### src/rtl/seq_multdiv_pkg.sv
// Shared constants for the iterative multiply/divide unit and the execute-stage decode.
`default_nettype none

package seq_multdiv_pkg;

   typedef enum logic [2:0] {
      MD_IDLE = 3'd0,
      MD_MULT = 3'd1,
      MD_DIV  = 3'd2,
      MD_FIX  = 3'd3,
      MD_DONE = 3'd4
   } md_state_t;

   localparam int          MULT_ITERS = 16;
   localparam int          DIV_ITERS  = 32;
   localparam logic [31:0] INT_MIN    = 32'h8000_0000;

   localparam logic [4:0]  ALU_OP_MUL = 5'b00110;
   localparam logic [4:0]  ALU_OP_DIV = 5'b00111;

endpackage

`default_nettype wire

### src/rtl/seq_multdiv_booth4_recode.sv
// Radix-4 modified Booth recoder: 3 overlapping multiplier bits -> {neg, two, zero} select.
`default_nettype none

module booth4_recode (
   input  logic [2:0] bits,
   output logic       neg,
   output logic       two,
   output logic       zero
);

   assign zero = (bits == 3'b000) | (bits == 3'b111);
   assign two  = (bits == 3'b011) | (bits == 3'b100);
   assign neg  = bits[2] & ~zero;

endmodule

`default_nettype wire

### src/rtl/seq_multdiv.sv
// Iterative signed multiply (radix-4 Booth, 16 steps) / divide (non-restoring, 32 steps) unit.
`default_nettype none

module seq_multdiv
   import seq_multdiv_pkg::*;
#(
   parameter int               WIDTH       = 32,
   parameter logic [WIDTH-1:0] DIVZERO_VAL = '0
) (
   input  logic             clock,
   input  logic             reset,
   input  logic [WIDTH-1:0] data_operandA,
   input  logic [WIDTH-1:0] data_operandB,
   input  logic             ctrl_MULT,
   input  logic             ctrl_DIV,
   output logic [WIDTH-1:0] data_result,
   output logic             data_exception,
   output logic             data_resultRDY
);

   localparam logic [4:0] MULT_LAST = 5'(MULT_ITERS - 1);
   localparam logic [4:0] DIV_LAST  = 5'(DIV_ITERS - 1);

   md_state_t        state, state_next;
   logic [4:0]       counter;
   logic             start;
   logic             op_div;

   // lo holds the multiplier during MULT (product low word at the end) and the
   // dividend magnitude during DIV (quotient magnitude at the end).
   logic [WIDTH+1:0] acc;
   logic [WIDTH:0]   rem;
   logic [WIDTH-1:0] lo;
   logic [WIDTH-1:0] opa;
   logic             qm1;
   logic             neg_q, div_zero, div_ovf;

   logic             neg, two, zero;
   logic [WIDTH+1:0] pp_mag, pp, sum;
   logic [WIDTH:0]   rem_sh, dvs, rem_new;
   logic [WIDTH:0]   prod_hi;
   logic             mult_ovf;
   logic [WIDTH-1:0] mag_a, mag_b;

   assign start = ctrl_MULT | ctrl_DIV;

   booth4_recode u_recode (
      .bits ({lo[1:0], qm1}),
      .neg  (neg),
      .two  (two),
      .zero (zero)
   );

   always_comb begin
      pp_mag = '0;
      if (!zero) begin
         pp_mag = two ? {opa[WIDTH-1], opa, 1'b0} : {{2{opa[WIDTH-1]}}, opa};
      end
      pp  = neg ? -pp_mag : pp_mag;
      sum = acc + pp;
   end

   // Remainder may wrap mid-step; the true value always lands back in [-D, D).
   always_comb begin
      rem_sh  = {rem[WIDTH-1:0], lo[WIDTH-1]};
      dvs     = {1'b0, opa};
      rem_new = rem[WIDTH] ? (rem_sh + dvs) : (rem_sh - dvs);
   end

   assign prod_hi  = {acc[WIDTH-1:0], lo[WIDTH-1]};
   assign mult_ovf = ~((&prod_hi) | ~(|prod_hi));
   assign mag_a    = data_operandA[WIDTH-1] ? -data_operandA : data_operandA;
   assign mag_b    = data_operandB[WIDTH-1] ? -data_operandB : data_operandB;

   always_ff @(posedge clock) begin
      if (reset) begin
         state <= MD_IDLE;
      end else begin
         state <= state_next;
      end
   end

   always_comb begin
      state_next = state;
      if (start) begin
         state_next = ctrl_MULT ? MD_MULT : MD_DIV;
      end else begin
         unique case (state)
            MD_IDLE: state_next = MD_IDLE;
            MD_MULT: if (counter == MULT_LAST) state_next = MD_FIX;
            MD_DIV:  if (counter == DIV_LAST)  state_next = MD_FIX;
            MD_FIX:  state_next = MD_DONE;
            MD_DONE: state_next = MD_IDLE;
            default: state_next = MD_IDLE;
         endcase
      end
   end

   always_ff @(posedge clock) begin
      if (reset) begin
         counter        <= '0;
         op_div         <= 1'b0;
         acc            <= '0;
         rem            <= '0;
         lo             <= '0;
         opa            <= '0;
         qm1            <= 1'b0;
         neg_q          <= 1'b0;
         div_zero       <= 1'b0;
         div_ovf        <= 1'b0;
         data_result    <= '0;
         data_exception <= 1'b0;
         data_resultRDY <= 1'b0;
      end else if (start) begin
         counter        <= '0;
         acc            <= '0;
         rem            <= '0;
         qm1            <= 1'b0;
         data_exception <= 1'b0;
         data_resultRDY <= 1'b0;
         if (ctrl_MULT) begin
            op_div <= 1'b0;
            lo     <= data_operandB;
            opa    <= data_operandA;
         end else begin
            op_div   <= 1'b1;
            lo       <= mag_a;
            opa      <= mag_b;
            neg_q    <= data_operandA[WIDTH-1] ^ data_operandB[WIDTH-1];
            div_zero <= (data_operandB == '0);
            div_ovf  <= (data_operandA == INT_MIN) && (data_operandB == '1);
         end
      end else begin
         data_resultRDY <= 1'b0;
         unique case (state)
            MD_MULT: begin
               acc     <= {{2{sum[WIDTH+1]}}, sum[WIDTH+1:2]};
               lo      <= {sum[1:0], lo[WIDTH-1:2]};
               qm1     <= lo[1];
               counter <= counter + 5'd1;
            end
            MD_DIV: begin
               rem     <= rem_new;
               lo      <= {lo[WIDTH-2:0], ~rem_new[WIDTH]};
               counter <= counter + 5'd1;
            end
            MD_FIX: begin
               if (!op_div) begin
                  data_result    <= lo;
                  data_exception <= mult_ovf;
               end else if (div_zero) begin
                  data_result    <= DIVZERO_VAL;
                  data_exception <= 1'b1;
               end else if (div_ovf) begin
                  data_result    <= INT_MIN;
                  data_exception <= 1'b1;
               end else begin
                  data_result    <= neg_q ? -lo : lo;
                  data_exception <= 1'b0;
               end
            end
            MD_DONE: data_resultRDY <= 1'b1;
            default: ;
         endcase
      end
   end

endmodule

`default_nettype wire
### config.mk
export PLATFORM = sky130hd
export DESIGN_NAME = seq_multdiv
export DESIGN_NICKNAME = d
export VERILOG_FILES = /design/src/rtl/seq_multdiv_pkg.sv /design/src/rtl/seq_multdiv_booth4_recode.sv /design/src/rtl/seq_multdiv.sv
export SDC_FILE = /design/constraint.sdc
export NUM_CORES = 1
export LEC_CHECK = 0
export ABC_AREA = 1
export BUFFER_PORTS_ARGS = -buffer_cell sky130_fd_sc_hd__buf_2
export CAP_MARGIN = 20
export CORE_ASPECT_RATIO = 1.4
export CORE_MARGIN = 8
export CORE_UTILIZATION = 35
export CTS_CLUSTER_DIAMETER = 60
export DETAILED_ROUTE_END_ITERATION = 10
export PLACE_DENSITY = 0.62
export SLEW_MARGIN = 20
export SYNTH_ARGS = -nofsm -noshare
export SYNTH_HDL_FRONTEND = slang
export SYNTH_SLANG_ARGS = --single-unit
### constraint.sdc
create_clock -name clock -period 11 [get_ports clock]
set_input_delay 2.2 -clock clock [delete_from_list [all_inputs] [get_ports clock]]
set_output_delay 2.2 -clock clock [all_outputs]
set_load 0.005 [all_outputs]
# --- Word level (Yosys, flattened, before mapping) ---
# Index checks and enable logic that the tools add are counted.
word_totals:
  register_bits: 176
  inputBits: 68
  out_inout_bits: 34
  wordCells: 82
classes:
  n_addsub: 8
  eq_ne: 13
  mux: 24
  n_bitwise: 12
  reduce_logical: 11
ops:
  columns: ["cell", "count"]
  rows:
  - ["32-bit two-way mux", 10]
  - ["32-bit negator", 3]
  - ["34-bit two-way mux", 2]
  - ["32-bit equality test (second input constant)", 2]
  - ["32-bit one-hot mux with 2 select lines", 1]
  - ["34-bit adder", 1]
  - ["34-bit negator", 1]
  - ["33-bit by 32-bit adder with 33-bit output", 1]
  - ["33-bit two-way mux", 1]
  - ["33-bit AND reduction", 1]
  - ["33-bit OR reduction", 1]
  - ["33-bit by 32-bit subtractor with 33-bit output", 1]
  - ["32-bit zero test", 1]
  - ["3-bit by 2-bit equality test with 1-bit output (second input constant)", 3]
  - ["3-bit equality test (second input constant)", 3]
  - ["3-bit two-way mux", 3]
  - ["3-bit one-hot mux with 3 select lines", 1]
  - ["3-bit inequality test (second input constant)", 2]
  - ["1-bit inverter", 6]
  - ["2-bit AND reduction", 3]
  - ["5-bit by 1-bit adder with 5-bit output (second input constant)", 1]
  - ["5-bit by 4-bit equality test with 1-bit output (second input constant)", 1]
  - ["5-bit equality test (second input constant)", 1]
  - ["1-bit two-way mux", 5]
  - ["9 further kinds", 13]

# --- Logic depth before layout (Yosys ltp) ---
# Gate-level depths: netlist (run 1).
logic_depth:
  word_depth: 9
  mapped_depth: 36
  ltp_nobuf: 34

# --- Cells and area by module ---
# Synthesis (run 1) repeated with hierarchy kept, for this count alone.
hier_totals:
  hier_cells: 2629
  area_unflattened_um2: 15846.4
by_module_without_submodules:
  columns: ["mod", "instances", "cells_per_inst", "area_each_um2", "seq_area_each_um2"]
  rows:
  - ["seq_multdiv", 1, 2620, 15806.4, 3523.4]
  - ["booth4_recode", 1, 9, 40.0, 0.0]

# --- Worst setup path after synthesis (run 1) ---
# No wires, ideal clock.
synth_path:
  path_type: "in2reg"
  startpoint: "in data_operandB[2]"
  endpoint: "reg opa[29]"
  setup_ns: 0.070
  arrival_time_ns: 3.827
  required_ns: 10.930
  slack_ns: 7.102
  cell_stages: 15
  n_path_buf: 0
  cell_sequence: "inv_1 -> nand3_1 -> nor2_1 -> nand3_1 -> nor2_1 -> nand3_1 -> nor2_1 -> nand3_1 -> nor2_2 -> nand3_1 -> nand2_1 -> nand2_1 -> nand2_1 -> nand3_1 -> a21oi_1"
synth_via:
  elab_chain_len: 3
synth_rtl:
  columns: ["item", "line", "source"]
  rows:
  - ["from (decl)", "seq_multdiv.sv:13", "input logic [WIDTH-1:0] data_operandB,"]
  - ["32-bit negator", "seq_multdiv.sv:73", "assign mag_b = data_operandB[WIDTH-1] ? -data_operandB : data_operandB;"]
  - ["32-bit two-way mux", "seq_multdiv.sv:73", null]
  - ["32-bit two-way mux", "seq_multdiv.sv:121", "if (ctrl_MULT) begin"]
  - ["to (signal assigned)", "seq_multdiv.sv:124", "opa <= data_operandA;"]
  - ["to (signal assigned)", "seq_multdiv.sv:128", "opa <= mag_b;"]
  - ["to (decl)", "seq_multdiv.sv:34", "logic [WIDTH-1:0] opa;"]
# No other way between the ends.
# A chain may end at the register's enable or synchronous reset.

# --- Worst setup path in the final report (run 1) ---
layout_path:
  startpoint: "in ctrl_MULT"
  endpoint: "reg lo[23]"
layout_via:
  elab_chain_len: 2
  word_cells_on_any_way: 4
  cone_classes: "mux (2); bitwise (1); reduce/logical (1)"
layout_rtl:
  columns: ["item", "line", "source"]
  rows:
  - ["from (decl)", "seq_multdiv.sv:14", "input logic ctrl_MULT,"]
  - ["1-bit OR / 32-bit two-way mux (equally long branches)", "seq_multdiv.sv:45, seq_multdiv.sv:121", null]
  - ["3-bit nonzero test (no source line) / 32-bit two-way mux (equally long branches)", null, null]
  - ["to (signal assigned)", "seq_multdiv.sv:123", "lo <= data_operandB;"]
  - ["to (signal assigned)", "seq_multdiv.sv:127", "lo <= mag_a;"]
  - ["to (signal assigned)", "seq_multdiv.sv:138", "lo <= {sum[1:0], lo[WIDTH-1:2]};"]
  - ["to (decl)", "seq_multdiv.sv:33", "logic [WIDTH-1:0] lo;"]
# Several ways; a longest one is shown, not always the timed one.

==> impl_metrics.ini, run 1 <==
[outcome]
status = finished clean

[place]
dp_slack_ns = 5.41
dp_cells = 3163
gp_congestion = 1.01
port_buffers = 101
postPlaceCellArea_um2 = 16800
place_hpwl_mm = 49.4

[pwr]
p_leak_nw = 8.39
vdd_drop_max_mv = 0.0860
power_density_nw_per_um2 = 119

[yosys]
synth-edff-count = 0
ys_async_sr_fraction_pct = 0
synth_nets = 2729
yosysTopAreaCellShare_pct = 22.2
synthFlopType = dfxtp_1
syn_inst = 2585
ys_warn_count = 0
ys_ff_latch = 176
yosys.cell_types.count = 53
synth_area_leaders = dfxtp_1 (22%), nand2_1 (13%), inv_1 (8.3%)
ys_seq_area_share_pct = 22.2
netlist_area_um2 = 15800
synth_area_leader_cell = dfxtp_1
syn_area_per_cell_um2 = 6.13

[clock_network]
clk_pin_slew_ns = 0.09
ctsResizeCount = 0
cts_buffer_depth = 2
clkSinkCount = 176
clockRootBuffer = clkbuf_16
htree_num_levels = 4
postCtsSetupRepairBufs = 0
tritoncts = yes
hold_buffers = 0
cts_buffers = 17
clk_latency_ns = 0.47

[layout]
nFillCells = 4920
finalNonFillerCells = 3196
drive_gt1_share_pct = 7.56
nets = 2763
area_growth_pct = 10.1
antenna_cells = 0
final_cell_mix = nand2_1 (528), inv_1 (351), nor2_1 (258), o21ai_0 (200), nand3_1 (196)
fin_area_um2 = 17400
layout_commonest_cell = nand2_1

[worst_setup_path]
r2r_cells = 24
setup.worst_path.start_class = input pin
cp.arrival_ns = 5.60
reg2reg_slack_ns = 5.92
timing.rr.end = acc[21]$_SDFFE_PP0P_
end_kind = flip-flop
crit_fanout = 62
crit_type = in -> reg
r2r-start = lo[0]$_SDFFE_PP0P_
critPathRequiredTime_ns = 11.38

[floorplan]
core_area_um2 = 44900
die_width_um = 196
dieArea_um2 = 52400
die_h_um = 268
design.portCount = 102
initial_core_util_pct = 35.3
num_rows = 92

[sta]
hold_slack_ns = 0.470
tightest_slew_ns = 1.05
slew_violations = 0
tns_ns = 0
finClkSkew_ns = 0.0131
slew_headroom_pct = 29.9
layout_setup_ws_ns = 5.78
finalHoldViolCount = 0
post-route-period-util_pct = 47.5
fmax_mhz = 192
period_minus_slack_ns = 5.22
setup_viol = 0
rsz0062_at_grt = false

[routing]
drt-total-wl_mm = 63.0
detail_route.iter0.violations = 1447
drtPass1Iterations = 6
ant_nets = 0
viasPerCell = 5.63
drc = 0
wl_per_cell_um = 19.7
vias = 18000

[hold_path]
holdPathStages = 2
hold_start = data_result[30]$_SDFFE_PP0P_
min_path_type = reg -> reg
hold_path_end = data_result[30]$_SDFFE_PP0P_

[global_route]
grt_start_max_net_pins = 89
grt_overflow = 0
grt_antenna_before_repair = 0
first_global_vias = 17300
grt_usage_pct = 23.5
grt_pass1_wl_mm = 96.7

[job]
drv_cap = 0
-- layer usage --
metal  routed length, µm  GRT usage (%)  vias up
met2               32100           43.6      623
met4                4570           16.6        0
met5                   0              0        -
met3                2640           2.71      189
li1                    -              -     8768
met1               23600           24.5     8412
-- report_power, final --
part,internal [mW],switching (mW)
clock network,0.325,0.355
logic,0.211,0.476
registers,0.662,0.0387
total,1.20,0.870
-- layout make-up --
| cell class | instances | area [µm²] | area share (%) |
|---|---|---|---|
| Inverter | 359 | 1350 | 7.73 |
| Multi-Input combinational cell | 1952 | 10600 | 60.7 |
| Clock buffer | 17 | 425 | 2.44 |
| Tap cell | 564 | 706 | 4.05 |
| Clock inverter | 15 | 228 | 1.31 |
| Sequential cell | 176 | 3520 | 20.2 |
| Timing Repair Buffer | 113 | 616 | 3.53 |
-- state kept, by name, summed over array words and instances (netlist names) --
signal and count:
neg_q 1, rem 33, counter 5, acc 32
op_div 1, data_resultRDY 1, state 3, div_zero 1
div_ovf 1, opa 32, lo 32, data_result 32
qm1 1, data_exception 1
-- cells by family after synthesis --
kind of cell | Yosys count | synth area share [%]
multiplexers | 1 | 0.0632
XOR/XNOR | 116 | 6.41
AND/OR/NAND/NOR | 1173 | 32.4
flip-flops | 176 | 22.2
buffers and inverters | 457 | 11.1
AO/OA/AOI/OAI | 586 | 21.7
adder cells (fa/ha/maj) | 76 | 6.10
-- worst max-delay path: stages --
cell	delay (ns)
buf_2	0.10
buf_4	0.31
nor2_2	0.17
buf_4	0.38
inv_1	0.13
buf_4	0.27
nor2_4	0.83
clkinv_1	0.68
o211ai_1	0.27
nor2_1	0.07
a211oi_1	0.15
-- synth_stat cells (4+ instances only) --
cell type  count
o22ai_1        4
a31oi_1       37
nand3_1      196
a21boi_0       8
inv_1        351
nor2_2         8
nand4_1       54
o21ai_1        4
xnor2_1       29
a22oi_1        9
a21oi_1      193
a211oi_1       7
o221ai_1      12
nor2_1       262
clkinv_1       5
buf_2         12
ha_1          74
o21ai_0      200
a21o_1         6
buf_1          9
dfxtp_1      176
nand3_2       10
or2_2          8
a41oi_1        5
o21a_1         4
nand3b_1       9
nor3_1        53
nand2_2        7
xor2_1        87
nor4_1        29
o211ai_1      13
o21bai_1      28
clkbuf_1      72
a221oi_1      44
nand2_1      529
-- how the worst max path moves through the flow --
stage | start | end | slack, ns
2_1_floorplan | data_operandB[2] | opa[29]$_SDFFE_PP0N_ | 7.10
3_3_place_gp | ctrl_MULT | lo[23]$_SDFFE_PP0P_ | 5.51
3_5_place_dp | ctrl_MULT | lo[23]$_SDFFE_PP0P_ | 5.41
4_1_cts | ctrl_MULT | lo[23]$_SDFFE_PP0P_ | 5.89
5_1_grt | lo[0]$_SDFFE_PP0P_ | acc[21]$_SDFFE_PP0P_ | 5.38
6_report | ctrl_MULT | lo[23]$_SDFFE_PP0P_ | 5.78
-- through the flow --
step	util [%]	power [mW]
2_1_floorplan	-	1.18
4_1_cts	38.8	2.07
5_1_grt	38.8	2.18
6_report	38.8	2.07
3_3_place_gp	37.3	1.38
3_5_place_dp	37.3	1.39
No activity file was read; power rests on OpenSTA's default activity.
==> inputs of run 2 (changes only) <==
clock period = 5.25 ns   (was 11 ns; I/O delays follow)
==> impl_metrics.ini, run 2 (synthesized netlist as in run 1, its figures left out) <==
[layout]
nFillCells = 4963
regArea_um2 = 3520
nets = 2769
fin_area_um2 = 17400
multi_input_area_um2 = 10600
area_growth_pct = 9.90
drive_gt1_share_pct = 7.70
final_cell_mix = nand2_1 (529), inv_1 (351), nor2_1 (258), o21ai_0 (200), nand3_1 (196)
layout_commonest_cell = nand2_1
max_flop_register = rem
final_util_pct = 38.8
largest_reg_flops = 33

[clock_network]
htree_num_levels = 4
clkSinkCount = 176
hold_buffers = 0
tritoncts = yes
cts_buffers = 17
clk_latency_ns = 0.48
cts_buffer_depth = 2
clk_pin_slew_ns = 0.08
postCtsSetupRepairBufs = 0
clockRootBuffer = clkbuf_16

[global_route]
grtUsageMet2_pct = 45.2
grt_overflow = 0
grt_start_max_net_pins = 88
grt_use_met3_pct = 2.42
grt_usage_pct = 24.0
grt_antenna_before_repair = 1
top_usage_layer = met2
grt_pass1_wl_mm = 98.3
met1_usage_pct = 25.1
first_global_vias = 17300

[sta]
post-route-period-util_pct = 90.0
rsz0062_at_grt = false
setup_viol = 0
finalHoldViolCount = 0
slew_violations = 0
tightest_slew_ns = 0.972
period_minus_slack_ns = 4.72
slew_headroom_pct = 35.2
finClkSkew_ns = 0.0178
fmax_mhz = 212
tns_ns = 0

[pwr]
power_density_nw_per_um2 = 244
p_int_mw = 2.48
clockPowerShare_pct = 31.6
p_leak_nw = 8.38
comb_power_share_pct = 33.9
seq_power_share_pct = 34.5
p_sw_mw = 1.78
vdd_drop_max_mv = 0.232
swShare_pct = 41.8

[floorplan]
die_h_um = 268
dieArea_um2 = 52400
design.portCount = 102
core_area_um2 = 44900
num_rows = 92
initial_core_util_pct = 35.3
die_width_um = 196

[worst_setup_path]
critPathRequiredTime_ns = 5.62
setup.worst_path.start_class = flip-flop
crit_fanout = 31
r2r-start = lo[1]$_SDFFE_PP0P_
crit_type = reg -> reg
r2r_cells = 25
cp.arrival_ns = 5.10
timing.rr.end = acc[21]$_SDFFE_PP0P_
end_kind = flip-flop
reg2reg_slack_ns = 0.53

[place]
port_buffers = 101
gp_congestion = 0.930
place_hpwl_mm = 50.4
postPlaceCellArea_um2 = 16800

[routing]
detail_route.iter0.violations = 1593
drtPass1Iterations = 7
vias = 17800
ant_nets = 0
drc = 0
drt-total-wl_mm = 64.0
wl_per_cell_um = 20.0
viasPerCell = 5.54

[job]
drv_cap = 0

[hold_path]
hold_path_end = data_result[17]$_SDFFE_PP0P_
min_path_type = reg -> reg
hold_start = data_result[17]$_SDFFE_PP0P_
holdPathStages = 2

[outcome]
status = finished clean
[run 2: changes by cell type in the layout (fill, tap and decap cells not counted), moves of 2 or more]
cell and change:
buf_4 +7, clkinv_4 +2, inv_12 -5, inv_6 +3
[run 2: power groups by stage]
stage	sequential [mW]	combinational, mW	clock, mW
floorplan	1.46	1.02	0
global placement	1.50	1.42	0
detailed placement	1.50	1.42	0
CTS	1.46	1.43	1.37
global route	1.47	1.60	1.42
finish	1.47	1.44	1.34
[run 2: worst max-delay path, cell delays in order (launching register included)]
cell and delay [ns]:
dfxtp_1 0.39, inv_2 0.17, nand3_4 0.29, nand2_8 0.30, nand2_1 0.08, nand2_1 0.06
nor2_1 0.07, inv_1 0.07, ha_1 0.18, nand3_2 0.10, nor2_2 0.12, nand2_1 0.10
nor2_2 0.10, nand2_2 0.08, o21ai_0 0.20, xor2_1 0.29, ha_1 0.28, nand2_1 0.10
nor2_1 0.21, inv_1 0.06, o21ai_0 0.46, a21boi_0 0.24, o21ai_0 0.34, nor2_1 0.07
o21ai_0 0.17, inv_1 0.06
[run 2: through the flow]
stage                     worst slack, ns  power [mW]  hold slack, ns  cells
after floorplan                      1.44        2.48           0.446   2585
after global placement              0.558        2.91           0.451   3170
after detailed placement            0.432        2.92           0.456   3170
after CTS                           0.406        4.27           0.468   3202
after global routing               0.0546        4.49           0.493   3203
final                               0.526        4.26           0.464   3203
[run 2: worst max-delay path by stage]
stage	start	end	slack, ns	cells after the start
6_report	lo[1]$_SDFFE_PP0P_	acc[21]$_SDFFE_PP0P_	0.53	25
5_1_grt	lo[1]$_SDFFE_PP0P_	acc[27]$_SDFFE_PP0P_	0.05	31
4_1_cts	lo[0]$_SDFFE_PP0P_	acc[21]$_SDFFE_PP0P_	0.41	24
3_5_place_dp	lo[0]$_SDFFE_PP0P_	acc[21]$_SDFFE_PP0P_	0.43	24
3_3_place_gp	lo[1]$_SDFFE_PP0P_	acc[21]$_SDFFE_PP0P_	0.56	25
2_1_floorplan	lo[0]$_SDFFE_PP0P_	acc[27]$_SDFFE_PP0P_	1.44	33
[run 2: timing repair]
action / in CTS / in global routing
setup endpoints to repair: 0 / 2
hold endpoints to repair: 0 / 0
gates resized for setup: 0 / 1
[run 2: metal layers]
| metal | vias up | share of wire [%] |
|---|---|---|
| li1 | 8782 | - |
| met1 | 8229 | 38 |
| met2 | 595 | 52 |
| met3 | 152 | 4.2 |
| met4 | 0 | 6.4 |
| met5 | - | 0 |
[run 2: final cells by class]
class / instances / area share, %
tap: 564 / 4.05
clock buffer: 18 / 2.46
antenna: 1 / 0.0144
multi-input combinational: 1952 / 60.9
timing repair buffer: 119 / 3.68
clock inverter: 14 / 0.956
inverter: 359 / 7.74
sequential: 176 / 20.2
==> inputs of run 3 (changes only) <==
CORE_UTILIZATION = 50   (was 35)
PLACE_DENSITY = 0.79   (was 0.62)
==> impl_metrics.ini, run 3 (synthesized netlist as in run 1, its figures left out) <==
[layout]
largest_reg_flops = 33
multi_input_area_um2 = 10600
regArea_um2 = 3520
max_flop_register = rem
fin_area_um2 = 17200
drive_gt1_share_pct = 7.70
nets = 2768
nFillCells = 3208
final_cell_mix = nand2_1 (529), inv_1 (351), nor2_1 (258), o21ai_0 (200), nand3_1 (196)
layout_commonest_cell = nand2_1
area_growth_pct = 8.61

[sta]
setup_viol = 0
slew_violations = 0
slew_headroom_pct = 30.8
period_minus_slack_ns = 4.87
post-route-period-util_pct = 92.8
tns_ns = 0
fmax_mhz = 205
finClkSkew_ns = 0.0131
rsz0062_at_grt = false
tightest_slew_ns = 1.04
finalHoldViolCount = 0

[clock_network]
htree_num_levels = 4
postCtsSetupRepairBufs = 0
cts_buffer_depth = 2
hold_buffers = 0
ctsResizeCount = 0
tritoncts = yes
clkSinkCount = 176
clockRootBuffer = clkbuf_16
clk_pin_slew_ns = 0.08
cts_buffers = 17
clk_latency_ns = 0.48

[worst_setup_path]
crit_type = reg -> reg
critPathTopFamily = compound AO/OA/AOI/OAI gates
crit_top_cell = o21ai_0
crit_fanout = 18
worst-path-buf-inv = 2
setup.worst_path.start_class = flip-flop
crit_path_cell_trace = nor2_2 -> o21ai_2 -> nand2_1 -> nor2_1 -> inv_1 -> ha_1 -> nand3_2 -> nor2_2 -> nand2_1 -> o21ai_0 -> xor2_1 -> ha_1 -> a21oi_1 -> o21ai_0 -> a21oi_1 -> o21ai_0 -> a21boi_0 -> o21ai_0 -> nand2_1 -> nand2_1 -> o21ai_0 -> inv_1
cp_slowest_cell = o21ai_2
crit_path_max_incr_delay_ns = 0.62
critPathRequiredTime_ns = 5.63
cp.arrival_ns = 5.25
end_kind = flip-flop

[floorplan]
die_width_um = 166
dieArea_um2 = 37700
die_h_um = 227
core_area_um2 = 31400
design.portCount = 102
num_rows = 77
initial_core_util_pct = 50.5

[outcome]
status = finished clean

[place]
gp_congestion = 1.02
port_buffers = 101
place_hpwl_mm = 47.6
postPlaceCellArea_um2 = 16600

[routing]
wl_met2_mm = 30.1
viasPerCell = 5.97
drc = 0
route.met3.wl_mm = 4.14
wl_per_cell_um = 20.4
drtPass1Iterations = 6
drt-total-wl_mm = 61.8
met1_length_mm = 22.3
highest_layer = met5
vias = 18100
ant_nets = 0
detail_route.iter0.violations = 1761

[global_route]
grt_pass1_wl_mm = 95.4
grt_start_max_net_pins = 91
grt_overflow = 0
grt_usage_pct = 32.1
first_global_vias = 17600
grt_antenna_before_repair = 7

[hold_path]
min_path_type = reg -> reg

[pwr]
power_density_nw_per_um2 = 249
p_leak_nw = 8.39
power.total_mw = 4.28
vdd_drop_max_mv = 0.230

[job]
drv_cap = 0
[run 3: power by group]
group          internal, mW  switching (mW)
sequential             1.39          0.0757
combinational         0.442           0.991
clock                 0.689           0.694
total                  2.52            1.76
[run 3: tightest hold or removal path, stage by stage, from the launching register on]
cell and delay [ns]:
dfxtp_1 0.31, nand2_1 0.06, a21oi_1 0.05
[run 3: final cells by class]
class,instances,area share [%]
diodes,2,0.0291
well taps,395,2.87
clock inverters,15,1.13
clock buffers,17,2.47
multi-input cells,1952,61.5
repair buffers,118,3.68
flip-flops and latches,176,20.5
inverters,359,7.83
[run 3: path summary, 6_finish.rpt]
path / startpoint / end / slack (ns) / cells past startpoint
min reg2reg: data_result[10]$_SDFFE_PP0P_ / data_result[10]$_SDFFE_PP0P_ / 0.47 / 2
min: data_result[10]$_SDFFE_PP0P_ / data_result[10]$_SDFFE_PP0P_ / 0.47 / 2
max: lo[0]$_SDFFE_PP0P_ / acc[21]$_SDFFE_PP0P_ / 0.38 / 22
max reg2reg: lo[0]$_SDFFE_PP0P_ / acc[21]$_SDFFE_PP0P_ / 0.38 / 22
[run 3: routing by layer]
layer / track usage, % / vias up
met3: 6.38 / 256
met5: 0 / -
met1: 32.9 / 8304
li1: - / 8781
met2: 56.7 / 779
met4: 25.9 / 8
[run 3: through the flow]
stage	std cells	util (%)	hold WS [ns]	worst slack, ns
floorplan	2585	-	0.446	1.44
global placement	3000	52.8	0.452	0.475
detailed placement	3000	52.8	0.454	0.462
CTS	3032	54.8	0.466	0.473
global route	3034	54.8	0.478	0.00286
finish	3034	54.8	0.466	0.379
